### config.mk
export PLATFORM = sky130hd
export DESIGN_NAME = m_unit_iter
export DESIGN_NICKNAME = d
export VERILOG_FILES = /design/src/rtl/m_unit_iter_pkg.sv /design/src/rtl/m_unit_iter_core.sv /design/src/rtl/m_unit_iter.sv
export SDC_FILE = /design/constraint.sdc
export NUM_CORES = 1
export LEC_CHECK = 0
export BUFFER_PORTS_ARGS = -buffer_cell sky130_fd_sc_hd__buf_2
export CORE_MARGIN = 8
export CORE_UTILIZATION = 28
export CTS_BUF_LIST = sky130_fd_sc_hd__clkbuf_4 sky130_fd_sc_hd__clkbuf_8
export DETAILED_ROUTE_END_ITERATION = 8
export GPL_TIMING_DRIVEN = 0
export PLACE_DENSITY = 0.44
export RECOVER_POWER = 25
export SYNTH_ARGS = -nofsm -noshare
export SYNTH_HDL_FRONTEND = slang
export SYNTH_HIERARCHICAL = 1
export SYNTH_SLANG_ARGS = --single-unit
export TNS_END_PERCENT = 10
### constraint.sdc
create_clock -name clk -period 12.5 [get_ports clk]
set_input_delay 0.625 -clock clk [delete_from_list [all_inputs] [get_ports clk]]
set_output_delay 0.625 -clock clk [all_outputs]
set_load 0.005 [all_outputs]
### src/rtl/m_unit_iter_pkg.sv
// m_pkg: shared opcodes, FSM state encoding and op classification for the M-extension unit
//   M_MUL..M_REMU : 3-bit opcode values as presented on in_op
//   state_t       : IDLE / BUSY / DONE
//   classify()    : splits an opcode into divide flag and per-operand signedness
package m_pkg;
    localparam logic [2:0] M_MUL    = 3'b000;
    localparam logic [2:0] M_MULH   = 3'b001;
    localparam logic [2:0] M_MULHSU = 3'b010;
    localparam logic [2:0] M_MULHU  = 3'b011;
    localparam logic [2:0] M_DIV    = 3'b100;
    localparam logic [2:0] M_DIVU   = 3'b101;
    localparam logic [2:0] M_REM    = 3'b110;
    localparam logic [2:0] M_REMU   = 3'b111;

    typedef enum logic [1:0] {IDLE = 2'd0, BUSY = 2'd1, DONE = 2'd2} state_t;

    typedef struct packed {
        logic is_div;
        logic sgn_a;
        logic sgn_b;
    } op_cls_t;

    function automatic op_cls_t classify(input logic [2:0] op);
        op_cls_t c;
        c.is_div = op[2];
        c.sgn_a  = op inside {M_MULH, M_MULHSU, M_DIV, M_REM};
        c.sgn_b  = op inside {M_MULH, M_DIV, M_REM};
        return c;
    endfunction
endpackage

### src/rtl/m_unit_iter_core.sv
// m_iter_core: shared 2*XLEN shift register with one adder/subtractor, one mul or div step per cycle
//   clk, rst  : clock, synchronous active-high reset
//   load      : capture magnitudes a (multiplier / dividend) and b (multiplicand / divisor)
//   step      : perform one iteration
//   mode_div  : 0 = shift-add multiply, 1 = restoring divide
//   acc_nxt   : register contents after the current step ({hi,lo} product or {rem,quot})
module m_iter_core #(
    parameter int XLEN = 32
) (
    input  logic              clk,
    input  logic              rst,
    input  logic              load,
    input  logic              step,
    input  logic              mode_div,
    input  logic [XLEN-1:0]   a,
    input  logic [XLEN-1:0]   b,
    output logic [2*XLEN-1:0] acc_nxt
);
    logic [2*XLEN-1:0] acc;
    logic [XLEN-1:0]   opb, hi, lo;
    logic [XLEN:0]     x, y, sum;

    assign hi = acc[2*XLEN-1:XLEN];
    assign lo = acc[XLEN-1:0];

    // Divide subtracts b from the left-shifted remainder; multiply adds b into the high half.
    // In divide mode sum[XLEN] set means the trial subtraction went negative, so restore.
    always_comb begin
        x       = mode_div ? {hi, lo[XLEN-1]} : {1'b0, hi};
        y       = mode_div ? ~{1'b0, opb} : {1'b0, opb};
        sum     = x + y + (XLEN+1)'(mode_div);
        acc_nxt = mode_div ? (sum[XLEN] ? {x[XLEN-1:0], lo[XLEN-2:0], 1'b0}
                                        : {sum[XLEN-1:0], lo[XLEN-2:0], 1'b1})
                           : (lo[0] ? {sum, lo[XLEN-1:1]} : {1'b0, hi, lo[XLEN-1:1]});
    end

    always_ff @(posedge clk) begin
        if (rst) begin
            acc <= '0;
            opb <= '0;
        end else if (load) begin
            acc <= {{XLEN{1'b0}}, a};
            opb <= b;
        end else if (step) begin
            acc <= acc_nxt;
        end
    end
endmodule

### src/rtl/m_unit_iter.sv
// m_unit_iter: multi-cycle RV32M/RV64M multiply/divide unit with valid/ready on both sides
//   clk, rst, flush           : clock, synchronous active-high reset, abort in-flight op
//   in_valid/in_ready         : request handshake; in_op, in_a, in_b, in_tag sampled on accept
//   out_valid/out_ready       : result handshake; out_result, out_tag, out_div0 held until taken
module m_unit_iter
    import m_pkg::*;
#(
    parameter int XLEN  = 32,
    parameter int TAG_W = 5
) (
    input  logic             clk,
    input  logic             rst,
    input  logic             flush,
    input  logic             in_valid,
    output logic             in_ready,
    input  logic [2:0]       in_op,
    input  logic [XLEN-1:0]  in_a,
    input  logic [XLEN-1:0]  in_b,
    input  logic [TAG_W-1:0] in_tag,
    output logic             out_valid,
    input  logic             out_ready,
    output logic [XLEN-1:0]  out_result,
    output logic [TAG_W-1:0] out_tag,
    output logic             out_div0
);
    localparam int CW = $clog2(XLEN) + 1;
    localparam logic [XLEN-1:0] MIN_INT = {1'b1, {(XLEN-1){1'b0}}};

    state_t            state, state_nxt;
    logic [CW-1:0]     cnt;
    logic [2:0]        op_q;
    logic              sa, sb;
    op_cls_t           cls;
    logic              a_neg, b_neg, div0, ovf, special, accept, last;
    logic [XLEN-1:0]   mag_a, mag_b, spec_res, quot, rem, res;
    logic [2*XLEN-1:0] acc_nxt, prod;

    assign cls     = classify(in_op);
    assign a_neg   = cls.sgn_a & in_a[XLEN-1];
    assign b_neg   = cls.sgn_b & in_b[XLEN-1];
    assign mag_a   = a_neg ? -in_a : in_a;
    assign mag_b   = b_neg ? -in_b : in_b;
    assign div0    = cls.is_div & (in_b == '0);
    assign ovf     = cls.is_div & cls.sgn_a & (in_a == MIN_INT) & (&in_b);
    assign special = div0 | ovf;
    // in_op[1] distinguishes REM/REMU from DIV/DIVU
    assign spec_res = div0 ? (in_op[1] ? in_a : '1) : (in_op[1] ? '0 : in_a);
    assign accept  = (state == IDLE) && in_valid && !flush;
    assign last    = cnt == CW'(XLEN-1);

    // Fix-up works on the value the core is producing this cycle so the
    // signed result is ready on the BUSY->DONE edge.
    assign prod = (sa ^ sb) ? -acc_nxt : acc_nxt;
    assign quot = (sa ^ sb) ? -acc_nxt[XLEN-1:0] : acc_nxt[XLEN-1:0];
    assign rem  = sa ? -acc_nxt[2*XLEN-1:XLEN] : acc_nxt[2*XLEN-1:XLEN];
    assign res  = op_q[2] ? (op_q[1] ? rem : quot)
                          : (op_q == M_MUL ? prod[XLEN-1:0] : prod[2*XLEN-1:XLEN]);

    m_iter_core #(.XLEN(XLEN)) u_core (
        .clk      (clk),
        .rst      (rst),
        .load     (accept && !special),
        .step     (state == BUSY),
        .mode_div (op_q[2]),
        .a        (mag_a),
        .b        (mag_b),
        .acc_nxt  (acc_nxt)
    );

    always_ff @(posedge clk) begin
        if (rst)
            state <= IDLE;
        else
            state <= state_nxt;
    end

    always_comb begin
        state_nxt = flush            ? IDLE :
                    (state == IDLE)  ? (in_valid ? (special ? DONE : BUSY) : IDLE) :
                    (state == BUSY)  ? (last ? DONE : BUSY) :
                                       (out_ready ? IDLE : DONE);
    end

    always_comb begin
        in_ready  = state == IDLE;
        out_valid = state == DONE;
    end

    always_ff @(posedge clk) begin
        if (rst) begin
            cnt        <= '0;
            op_q       <= '0;
            sa         <= 1'b0;
            sb         <= 1'b0;
            out_result <= '0;
            out_tag    <= '0;
            out_div0   <= 1'b0;
        end else if (accept) begin
            op_q       <= in_op;
            sa         <= a_neg;
            sb         <= b_neg;
            cnt        <= '0;
            out_tag    <= in_tag;
            out_div0   <= div0;
            out_result <= special ? spec_res : '0;
        end else if (state == BUSY) begin
            cnt <= cnt + 1'b1;
            if (last)
                out_result <= res;
        end
    end
endmodule

After elaboration in Yosys (flattened, before gate mapping)
Cells that the tools add are included.

Register bits after elaboration: 147. Output and inout bits: 40. Bits of input ports: 77. Word-level logic and storage cells: 82.

Mux-type cells: 28. Reductions and logical operators: 18. Bitwise operators: 9. Equal/unequal tests: 8. Add/subtract/negate cells: 8.

Operators by type and width (count): 32-bit 2-to-1 mux (16); 64-bit 2-to-1 mux (4); 32-bit negator (4); 33-bit 2-to-1 mux (2); 64-bit negator (1); 33-bit by 1-bit adder with 33-bit output (1); 33-bit adder (1); 32-bit NOT with 33-bit output (1); 32-bit equality test, second input constant (1); 32-bit zero test (1); 32-bit AND reduction (1); 2-bit 2-to-1 mux (6); 6-bit by 1-bit adder with 6-bit output, second input constant (1); 1-bit bitwise AND (6); 3-bit equality test, second input constant (2); 6-bit by 5-bit equality test with 1-bit output, second input constant (1); 2-bit nonzero test (3); 2-bit OR reduction (3); 4-bit nonzero test (1); 3-bit by 1-bit equality test with 1-bit output, second input constant (1); 3-bit by 2-bit equality test with 1-bit output, second input constant (1); 1-bit logical AND (3); 3-bit zero test (1); 3-bit nonzero test (1); 7 further kinds (8).

Logic depth before layout (Yosys ltp)
Depth after elaboration: 13. Gate-level depth with buffers: 27. Gate-level depth less buffers: 21.

Cells and area by module
Netlist, hierarchy kept.

Modules (own cells, without submodules): m_iter_core (seq. area each 1921.8 um2, times used 1, cells an instance 998, area an instance 7831.3 um2); m_unit_iter (seq. area each 1021.0 um2, times used 1, cells an instance 986, area an instance 7000.5 um2).

Worst setup path before layout
OpenSTA, ideal clock, no wires.

Kind: register -> register. From: register op_q[2]. To: register out_result[12]. Setup time: 0.120 ns. Cell stages (with the launch flop): 27. Arrival time: 6.264 ns. Setup slack: 6.117 ns. Period minus slack after synthesis: 6.383 ns. Cells stage by stage: dfxtp_1 -> clkbuf_1 -> buf_2 -> buf_2 -> clkbuf_1 -> clkbuf_1 -> xor2_1 -> ha_1 -> clkbuf_1 -> nand2_1 -> nor2_1 -> a211o_1 -> a21oi_1 -> a21boi_2 -> o211ai_4 -> buf_4 -> mux2_2 -> inv_1 -> ha_1 -> or4b_1 -> clkbuf_1 -> nor3_1 -> nand4_1 -> or3_1 -> a21oi_1 -> a211oi_1 -> a211o_1.

Longest elaborated chain between the ends: 12. Elaborated cells between the ends (all ways): 20. Those cells by class: 5 x add/sub; 14 x mux; 1 x reduce/logical.

RTL lines: from (decl) (line m_unit_iter.sv:31) `logic [2:0] op_q;`; from (signal assigned) (line m_unit_iter.sv:99) `op_q <= in_op;`; 33-bit 2-to-1 mux, on equally long branches (line m_unit_iter_core.sv:29, m_unit_iter_core.sv:30); 33-bit adder (line m_unit_iter_core.sv:31) `sum = x + y + (XLEN+1)'(mode_div);`; 33-bit by 1-bit adder with 33-bit output (line m_unit_iter_core.sv:31); 64-bit 2-to-1 mux (line m_unit_iter_core.sv:32) `acc_nxt = mode_div ? (sum[XLEN] ? {x[XLEN-1:0], lo[XLEN-2:0], 1'b0}`; 64-bit 2-to-1 mux * (line m_unit_iter_core.sv:32); named net acc_nxt[0] (line m_unit_iter.sv:36) `logic [2*XLEN-1:0] acc_nxt, prod;`; 64-bit negator or 32-bit negator (tied branches) (line m_unit_iter.sv:53, m_unit_iter.sv:54); 64-bit 2-to-1 mux or 32-bit 2-to-1 mux (tied branches) (line m_unit_iter.sv:53, m_unit_iter.sv:54); 32-bit 2-to-1 mux, on equally long branches (line m_unit_iter.sv:57, m_unit_iter.sv:56); 32-bit 2-to-1 mux * (line m_unit_iter.sv:56) `assign res = op_q[2] ? (op_q[1] ? rem : quot)`; 32-bit 2-to-1 mux * (line m_unit_iter.sv:108) `if (last)`; 32-bit 2-to-1 mux * (line m_unit_iter.sv:106) `end else if (state == BUSY) begin`; 32-bit 2-to-1 mux * (line m_unit_iter.sv:98) `end else if (accept) begin`; to (signal assigned) (line m_unit_iter.sv:105) `out_result <= special ? spec_res : '0;`; to (signal assigned) (line m_unit_iter.sv:109) `out_result <= res;`; to (decl) (line m_unit_iter.sv:22) `output logic [XLEN-1:0] out_result,`.

Mark *: on every way through the listed nets, which the timed path passes. The rest lies on a longest branch. The select of a mux whose other input is x is not followed. A chain may end at the register's enable or synchronous reset.

Worst setup path in the final report
From: register op_q[2]. To: register out_result[5].

Same word-level chain as after synthesis.

==> results.json <==
{
  "met1_usage_pct": 31.8,
  "synth_top_cell_area_share_pct": 19.8,
  "syn_area_um2": 14800,
  "grtUsageMet3_pct": 3.56,
  "crit_fanout": 10,
  "min_period_ns": 9.70,
  "place.gp.congestion": 0.965,
  "grt_pass1_wl_um": 105000,
  "drcViolationCount": 0,
  "hold_depth": 2,
  "fillers": 5703,
  "syn_to_final_growth_pct": 12.3,
  "worst-setup-path-type": "reg -> reg",
  "fp.coreArea_um2": 52400,
  "rsz0062_at_grt": "false",
  "postSynthAreaPerCell_um2": 7.48,
  "clk_latency_ns": 0.52,
  "path_clk_slew_ns": 0.10,
  "whs_ns": 0.313,
  "dieArea_um2": 60600,
  "p_per_area_nw_per_um2": 90.3,
  "crit_path_end_kind": "flip-flop",
  "cts_inserted_buffers": 17,
  "grt_pass1_vias": 15900,
  "seq_area_frac_synth_pct": 19.8,
  "grt_antenna_before_repair": 1,
  "synthSimpleGateAreaFrac_pct": 22.6,
  "synth_top_family_by_area": "compound AO/OA/AOI/OAI gates",
  "p_leak_nw": 6.37,
  "ys_ff_latch": 147,
  "wl_per_cell_um": 25.3,
  "worst-slew-pin-transition_ns": 1.52,
  "multi_input_area_um2": 11100,
  "route.vias.total": 16400,
  "r2r-start": "op_q[2]",
  "rrSetupSlack_ns": 2.80,
  "io_buffers": 115,
  "violations": "max-capacitance violations, max-slew violations",
  "synth_most_common_cell": "nor2_1",
  "finalSetupViolations": 0,
  "synth_edf_count": 0,
  "post_cts_buffers": 0,
  "max_slew_margin_pct": -1.75,
  "p_total_mw": 1.50,
  "synth.mux.area_fraction_pct": 9.83,
  "reg2reg_to": "out_result[5]",
  "grt_max_degree": 17,
  "cts_resized": 0,
  "yosysTopAreaCell": "dfxtp_1",
  "io_pins": 117,
  "dpl_cell_area_um2": 16300,
  "grtUsageMet2_pct": 35.5,
  "postRouteAntennaNets": 0,
  "start_util_pct": 28.3,
  "drt_iter0_markers": 1530,
  "drive_gt1_share_pct": 11.6,
  "grt_busiest_layer": "met2",
  "nets": 2234,
  "htree_num_levels": 4,
  "overflow": 0,
  "ys_types": 96,
  "hold_end": "out_tag[2]",
  "vias_per_cell": 5.81,
  "final_cells": 2821,
  "critPathRequiredTime_ns": 12.88,
  "setup-tns-final_ns": 0,
  "synth_compound_area_share_pct": 26.5,
  "critPathArrivalTime_ns": 10.08,
  "hp-start": "in_tag[2]",
  "holdBufCountCts": 0,
  "num_rows": 84,
  "die_y_um": 246,
  "outcome": "finished with violations",
  "yosys-top-cells-area": "dfxtp_1 20%, xor2_1 6.1%, nor2_1 5.7%",
  "maxCapViolCount": 1,
  "post-route-period-util_pct": 77.6,
  "ys_warn_count": 6,
  "stdcell_area_um2": 16700,
  "die_x_um": 246,
  "hpwl_um": 57600,
  "seq_area_um2": 2940,
  "timing.fmax_mhz": 103,
  "cts-root-buf": "clkbuf_8",
  "r2r_cells": 22,
  "cts_tree": "yes",
  "finalWirelength_um": 71500,
  "track_usage_pct": 22.8,
  "cts_sinks": 147,
  "dp.cells": 2788,
  "vdd_drop_max_uv": 62.7,
  "synth_top_flop_cell": "dfxtp_1",
  "worstHoldPathType": "in -> reg",
  "worst_setup_path_start_kind": "flip-flop",
  "synth-xor-area-share_pct": 11.2,
  "synth_nets": 2099,
  "fin_worst_skew_ns": 0.0246,
  "dr.pass1.iters": 5,
  "synthTopCellsByCount": "225 x nor2_1, 162 x nand2_1, 147 x dfxtp_1",
  "drv_slew": 10,
  "synth-async-reset-ratio_pct": 0,
  "cts.path.max_buffers": 2,
  "synth_cells": 1984,
  "hold_viol_final": 0,
  "synth_adder_area_share_pct": 4.74
}
[how the worst max path moves through the flow]
stage | depth (start not counted) | from | to
global placement | 22 | op_q[2] | out_result[5]
detailed placement | 22 | op_q[2] | out_result[5]
finish | 22 | op_q[2] | out_result[5]
global route | 25 | op_q[2] | out_result[22]
floorplan | 26 | op_q[2] | out_result[12]
CTS | 22 | op_q[2] | out_result[5]
[worst max-delay path, stage by stage (launching register included)]
cell and delay, ns:
dfxtp_1 0.79, clkbuf_1 0.56, buf_2 0.44, buf_2 0.31, clkbuf_1 0.50, clkbuf_1 0.58
o21ai_0 0.33, fa_1 0.49, a21oi_1 0.28, o22ai_1 0.19, o211ai_1 0.39, o21ai_1 0.26
a21boi_2 0.31, o211ai_4 0.23, buf_4 0.27, mux2_2 0.34, or4_1 0.61, nor3_1 0.67
nand3_1 0.55, or3_1 0.50, o31ai_1 0.39, a2bb2oi_1 0.39, a21oi_1 0.11
[state kept, by name, indices dropped and copies added, names as in the netlist, 2 cells and up]
name and cells:
cnt 6, op_q 3, out_result 32, out_tag 5, state 2, u_core/acc 64, u_core/opb 32
[layer usage]
layer	up-vias	routed length, µm
li1	7609	-
met1	8088	33600
met2	604	31500
met3	102	4250
met4	0	2080
met5	-	0
[cells in the final DEF, fill, tap and decap left out, drive strengths merged, types with 25 or more instances in the layout]
master and instances:
nor2 226, clkbuf 165, nand2 163, dfxtp 147, a21oi 145, buf 116
o21ai 112, xor2 103, xnor2 87, mux2i 80, mux2 58, a211oi 49
nor3 49, inv 49, ha 37, nor2b 36, nor4 33, or3 32
nand3 29, o31ai 29, a31oi 29, nand4 25
[power by group]
part	switching [mW]	leakage, nW	internal (mW)
clock	0.230	0.210	0.186
sequential	0.0192	1.20	0.488
combinational	0.401	4.96	0.179
total	0.651	6.37	0.853
[final cells by class]
type,instances,share of cell area (%)
Clock inverter,15,1.11
Inverter,42,0.946
Tap cell,688,5.17
Buffer,148,3.69
Antenna cell,1,0.0150
Multi-Input combinational cell,1647,66.7
Timing Repair Buffer,116,3.26
Clock buffer,17,1.40
Sequential cell,147,17.7
[through the flow]
stage | setup WS, ns | util (%)
floorplan | 6.12 | -
finish | 2.80 | 31.8
detailed placement | 3.05 | 31.1
global route | 2.41 | 31.8
CTS | 3.00 | 31.8
global placement | 3.00 | 31.0
[cells by family (layout without fill, tap and decap cells)]
kind of cell,Yosys count,count (layout)
adder cells (fa/ha/maj),60,60
AND/OR/NAND/NOR,678,678
buffers and inverters,190,338
XOR/XNOR,190,190
multiplexers,138,138
other,0,1
AO/OA/AOI/OAI,581,581
flip-flops,147,147
Power figures use the tool's default switching activity.
